[src/rtl/acumulador_seq.sv]
// Sequencing controller for the 16-bit accumulator: clears it, loads a batch of
// N_OPS operands from a valid/ready stream, pulses transf and captures the sum.
module acumulador_seq #(
  parameter int WIDTH = 16,
  parameter int N_OPS = 4
) (
  input  logic             clk,
  input  logic             rst,
  input  logic             start,
  input  logic             op_valid,
  input  logic [WIDTH-1:0] op_data,
  output logic             op_ready,
  output logic [WIDTH-1:0] acc_in,
  output logic             acc_load,
  output logic             acc_transf,
  output logic             acc_clear,
  input  logic [WIDTH-1:0] acc_out,
  output logic [WIDTH-1:0] result,
  output logic             done,
  output logic             busy
);

  localparam int CW = $clog2(N_OPS + 1);
  localparam logic [CW-1:0] LAST = CW'(N_OPS - 1);

  localparam logic [2:0] IDLE  = 3'd0;
  localparam logic [2:0] CLR   = 3'd1;
  localparam logic [2:0] FEED  = 3'd2;
  localparam logic [2:0] DRAIN = 3'd3;
  localparam logic [2:0] XFER  = 3'd4;
  localparam logic [2:0] CAPT  = 3'd5;

  logic [2:0]    state;
  logic [2:0]    state_nxt;
  logic [CW-1:0] cnt;
  logic          hs;

  assign hs = (state == FEED) && op_valid;

  always_comb begin
    state_nxt = state;
    case (state)
      IDLE:    if (start) state_nxt = CLR;
      CLR:     state_nxt = FEED;
      FEED:    if (hs && (cnt == LAST)) state_nxt = DRAIN;
      DRAIN:   state_nxt = XFER;
      XFER:    state_nxt = CAPT;
      CAPT:    state_nxt = IDLE;
      default: state_nxt = IDLE;
    endcase
  end

  always_ff @(posedge clk) begin
    if (rst) begin
      state    <= IDLE;
      cnt      <= '0;
      acc_in   <= '0;
      acc_load <= 1'b0;
      result   <= '0;
      done     <= 1'b0;
    end else begin
      state    <= state_nxt;
      // load trails the handshake by one cycle, so the last one lands in DRAIN
      acc_load <= hs;
      done     <= (state == CAPT);
      if (hs) acc_in <= op_data;
      if (state == CAPT) result <= acc_out;
      if (state == CLR) cnt <= '0;
      else if (hs) cnt <= cnt + CW'(1);
    end
  end

  // Remaining strobes are pure state decodes, so nothing combinational reaches an output from an input.
  assign op_ready   = (state == FEED);
  assign acc_clear  = (state == CLR);
  assign acc_transf = (state == XFER);
  assign busy       = (state != IDLE);

endmodule

[config.mk]
export PLATFORM = sky130hd
export DESIGN_NAME = acumulador_seq
export DESIGN_NICKNAME = d
export VERILOG_FILES = /design/src/rtl/acumulador_seq.sv
export SDC_FILE = /design/constraint.sdc
export NUM_CORES = 1
export LEC_CHECK = 0
export CAP_MARGIN = 10
export CORE_MARGIN = 5
export CORE_UTILIZATION = 39
export CTS_CLUSTER_SIZE = 25
export DETAILED_ROUTE_END_ITERATION = 12
export PLACE_DENSITY = 0.84
export SYNTH_ARGS = -nofsm -noshare
export SYNTH_HDL_FRONTEND = slang
export SYNTH_SLANG_ARGS = --single-unit
[constraint.sdc]
create_clock -name clk -period 1.3 [get_ports clk]
set_input_delay 0.195 -clock clk [delete_from_list [all_inputs] [get_ports clk]]
set_output_delay 0.195 -clock clk [all_outputs]
set_load 0.05 [all_outputs]
==> run metrics, run 1 <==
CTS Hold Bufs 0; worst skew pair latency 0.29 ns; Hold/Removal Path Class in2reg; IO Count 74; Synth area leaders dfxtp_1 53%, nand2_1 17%, a21oi_1 11%; design area 3080 um2; Worst Setup Start Kind flip-flop; first-pass GRT wire length 7.11 mm; Synth warnings 0; total track usage 17.5%; CP Cell Sequence buf_6 > nor3b_4 > buf_6 > buf_12; Final Hold Vio Count 0; clk buf depth 2; Worst Setup Path Type reg2out; Most used DFF post-synth dfxtp_1; number of synthesized flops with an enable pin 0; Worst Path Required 1.11 ns; TritonRoute pass-1 iters 4; area of the mapped netlist 1500 um2; dpl cell area 2690 um2; Largest stage delay, worst path 0.37 ns; WL final 5.03 mm; Routed Antenna Nets 0; CTS tree yes; Via density 4.81; Final min period 1.42 ns; Worst Hold Launch op_data[12]; row cnt 22; WHS Path Cells 3; Gate Count Post-Synth 179; die area 5190 um2; Worst-Margin Slew 0.370 ns; failing checks negative setup slack; die height 72.0 um; P_leak 1.17 nW; Synth async-reset ratio 0%; CP dominant cell by count buf_6; drt wl/cell 15.9 um; Critical Path AT 1.23 ns; antenna violations before repair 0; # DRC 0; Port Buffers 73; RePlAce Congestion 0.705; Final #Nets 306; reg2reg start state[2]; Syn Area/Cell 8.38 um2; vias in the first global route 1,502; Final Skew 0.00415 ns; crit end category output port; commonest cells in the synthesized netlist 66 x nand2_1, 40 x dfxtp_1, 34 x a21oi_1; overall power 3.32 mW; Iteration-0 DRC Markers 43; R2R depth 6; # diodes 0; Slew HR 75.2%; endpoints failing setup 27; library cells used by synthesis 24; starting density of the core 40.7%; pins over their slew limit 0; CP max-delay cell dfxtp_4; CTS buffer count 5; largest net degree at the start of global routing 21; Yosys reg bits 40; post-synthesis sequential area ratio 53.4%; Layout Cells excl Fill 317; top-count cell post-synth nand2_1; share of the synthesized area in the top cell type 53.4%; unrepaired setup endpoints after global routing yes; DP Wirelength 3.19 mm; layout cells sized above 1 36.4%; maxcap violations 0; Clk Tree Root Cell clkbuf_8; core footprint 3690 um2; maximum VDD drop 0.00110 V; r2r setup slk -0.08 ns; final worst slack -0.124 ns; worst slack at placement -0.119 ns; CTS Sinks 40; leading area contributor after synthesis dfxtp_1; Inst Count DP 295; htree depth 2; fmax 702 MHz; Final Cycle Share 110%; crit-path max FO 4; layout overhead on the synthesized area 105%; Util after Layout 83.5%; width of the die 72.0 um; clk slew on worst S/H paths 0.08 ns; PwrDens 1080 nW/um2; status finished, violations left; GRT overflow 0; syn nets 217; via count 1,525; reg2reg end acc_in[8]; worst-case hold path end point acc_in[12]
cell type report:
cell class	count	area [um2]
multi-input combinational	125	753
inverter	1	3.75
sequential	40	812
clock buffer	6	82.6
clock inverter	2	38.8
fill	208	609
timing repair buffer	95	1330
tap	48	60.1
per-stage QoR:
stage	setup TNS (ns)	hold slack, ns
after global routing	-2.84	0.446
final	-1.13	0.439
after global placement	-1.00	0.443
after detailed placement	-2.42	0.455
after floorplan	-0.156	0.331
after CTS	-0.708	0.437
sequential cells by signal (all words and copies together) (netlist names):
signal    count
done          1
acc_load      1
result       16
cnt           3
acc_in       16
state         3
worst max-delay path: cells and delay by family, from the launching register on:
kind                   cells  cell delay (ns)
DFF                        1             0.37
buffers and inverters      3             0.37
and+or+nand+nor            1             0.20
layer usage:
layer	global-route usage (%)	wire, um	up-vias
met3	5.26	273	4
met4	3.76	34	0
met5	0	0	-
li1	-	-	758
met1	19.8	2100	710
met2	32.2	2620	53
logic make-up after synthesis:
logic type	synth area share (%)
DFF	53.4
buffers and inverters	6.42
adders and majority gates	1.67
xor gates and xnor gates	1.17
and+or+nand+nor	24.6
AOI/OAI and AO/OA	12.8
how the worst max path moves through the flow:
stage | from | to | slack (ns) | depth (start not counted)
global route | state[2] | acc_clear | -0.18 | 4
global placement | op_valid | cnt[0] | -0.08 | 5
CTS | state[2] | acc_clear | -0.13 | 4
finish | state[2] | acc_clear | -0.12 | 4
floorplan | state[1] | cnt[2] | -0.05 | 4
detailed placement | op_valid | cnt[0] | -0.12 | 5
timing repair:
action | in CTS | in global routing
endpoints found under the hold margin | 0 | 0
resized for setup | 13 | 23
setup endpoints to repair | 22 | 40
gates cloned | 0 | 2
pin swaps | 2 | 4
setup buffers | 6 | 6
cells in the final DEF, fill, tap and decap left out, drive strengths merged, types with 2 or more instances in the layout:
| cell | instances |
|---|---|
| a21oi | 34 |
| buf | 59 |
| clkbuf | 7 |
| clkdlybuf4s50 | 35 |
| dfxtp | 40 |
| ha | 2 |
| nand2 | 66 |
| nand3b | 3 |
| nor2 | 5 |
| nor3 | 2 |
| nor3b | 3 |
| xnor2 | 2 |
where the power goes:
part	switching, mW	internal (mW)
Sequential	0.0763	1.28
Clock	0.448	0.628
Combinational	0.413	0.477
(Power assumes the default switching activity.)
==> run 2, diff against run 1 <==
--- a/config.mk
+++ b/config.mk
@@ -7,10 +7,12 @@
 export LEC_CHECK = 0
 export CAP_MARGIN = 10
 export CORE_MARGIN = 5
-export CORE_UTILIZATION = 39
+export CORE_UTILIZATION = 41
+export CTS_BUF_LIST = sky130_fd_sc_hd__clkbuf_4
 export CTS_CLUSTER_SIZE = 25
 export DETAILED_ROUTE_END_ITERATION = 12
-export PLACE_DENSITY = 0.84
+export GPL_TIMING_DRIVEN = 0
+export PLACE_DENSITY = 0.87
 export SYNTH_ARGS = -nofsm -noshare
 export SYNTH_HDL_FRONTEND = slang
 export SYNTH_SLANG_ARGS = --single-unit
==> constraint.sdc (replaced) <==
create_clock -name clk -period 1.5 [get_ports clk]
set_input_delay 0.225 -clock clk [delete_from_list [all_inputs] [get_ports clk]]
set_output_delay 0.225 -clock clk [all_outputs]
set_load 0.05 [all_outputs]
==> run metrics, run 2 (same netlist as run 1, synthesis figures left out) <==
Routed Antenna Nets 0; drt wl/cell 12.2 um; via count 1,435; maximum VDD drop 0.000634 V; starting density of the core 41.6%; total track usage 15.9%; RePlAce Congestion 0.748; Critical Path AT 1.34 ns; width of the die 70.5 um; dpl cell area 2310 um2; setup tns final -0.0852 ns; CTS Hold Bufs 0; die height 70.5 um; Port Buffers 73; first-pass GRT wire length 6.32 mm; # diodes 0; crit end category output port; # DRC 0; crit-path max FO 5; maxcap violations 0; biggest regs acc_in (16), result (16); Worst Path Required 1.27 ns; P_leak 0.949 nW; die area 4970 um2; CTS buffer count 5; Hold/Removal Path Class in2reg; commonest non-fill, non-tap cell in the layout nand2_1; vias in the first global route 1,340; Via density 4.61; TritonRoute pass-1 iters 4; Slew HR 66.4%; Worst-Margin Slew 0.507 ns; WL final 3.80 mm; unrepaired setup endpoints after global routing yes; row cnt 22; DP Wirelength 2.81 mm; Final min period 1.57 ns; Worst Setup Start Kind flip-flop; Final #Nets 300; status finished, violations left; layout overhead on the synthesized area 58.0%; layout cells sized above 1 14.4%; PwrDens 945 nW/um2; endpoints failing setup 2; IO Count 74; Worst Setup Path Type reg2out; htree depth 2; clk buf depth 2; final worst slack -0.0699 ns; Util after Layout 65.8%; antenna violations before repair 0; CTS tree yes; pins over their slew limit 0; clk slew on worst S/H paths 0.12 ns; GRT overflow 0; Clk Tree Root Cell clkbuf_4; Final Cycle Share 105%; core footprint 3610 um2; Final Hold Vio Count 0; largest net degree at the start of global routing 13; fmax 637 MHz; failing checks negative setup slack; CTS Sinks 40; worst skew pair latency 0.34 ns; Final Skew 0.00868 ns; most frequent cells in the layout 66 x nand2_1, 37 x dfxtp_1, 35 x clkdlybuf4s50_1; Iteration-0 DRC Markers 66; design area 2370 um2
## run 2: per-stage QoR
| stage | power (mW) | setup slack (ns) | std cells | hold slack [ns] |
|---|---|---|---|---|
| 6_report | 2.24 | -0.0699 | 311 | 0.416 |
| 5_1_grt | 2.37 | -0.124 | 311 | 0.392 |
| 4_1_cts | 2.25 | -0.0951 | 310 | 0.403 |
| 3_5_place_dp | 1.72 | -0.263 | 300 | 0.446 |
| 3_3_place_gp | 1.71 | -0.254 | 300 | 0.441 |
| 2_1_floorplan | 1.50 | -0.0670 | 179 | 0.361 |
## run 2: metal layers
| metal | wire length, um | GRT usage, % | vias to the layer above |
|---|---|---|---|
| li1 | - | - | 747 |
| met1 | 1550 | 18.4 | 635 |
| met2 | 1910 | 27.3 | 46 |
| met3 | 301 | 5.76 | 7 |
| met4 | 46 | 4.47 | 0 |
| met5 | 0 | 0 | - |
## run 2: power by group
group | internal (mW) | leakage, nW | switching, mW
Sequential | 1.11 | 0.325 | 0.0298
Clock | 0.172 | 0.0324 | 0.338
Combinational | 0.269 | 0.592 | 0.326
## run 2: layout make-up
class / instances / area (um2)
multi-input combinational: 124 / 636
fill: 348 / 1230
tap: 48 / 60.1
clock inverter: 3 / 13.8
clock buffer: 5 / 37.5
buffer: 12 / 83.8
inverter: 1 / 3.75
timing repair buffer: 78 / 729
sequential: 40 / 807
## run 2: critical path, cell delays in order, from the launching register on
cell	delay, ns
dfxtp_2	0.35
buf_6	0.12
or3_4	0.37
buf_6	0.16
## run 2: path summary, 6_finish.rpt
path	from	to	slack [ns]	cells past startpoint
max	state[0]	busy	-0.07	3
min	op_data[0]	acc_in[0]	0.42	3
max reg2reg	state[0]	acc_in[13]	0.12	6
min reg2reg	result[8]	result[8]	0.46	2
## run 2: timing repair
| item | in CTS | in global routing |
|---|---|---|
| hold endpoints to repair | 0 | 0 |
| setup buffers | 2 | 1 |
| gates resized for setup | 66 | 27 |
| endpoints found under the setup margin | 38 | 33 |
| pin swaps | 1 | 0 |
| cloned | 1 | 1 |
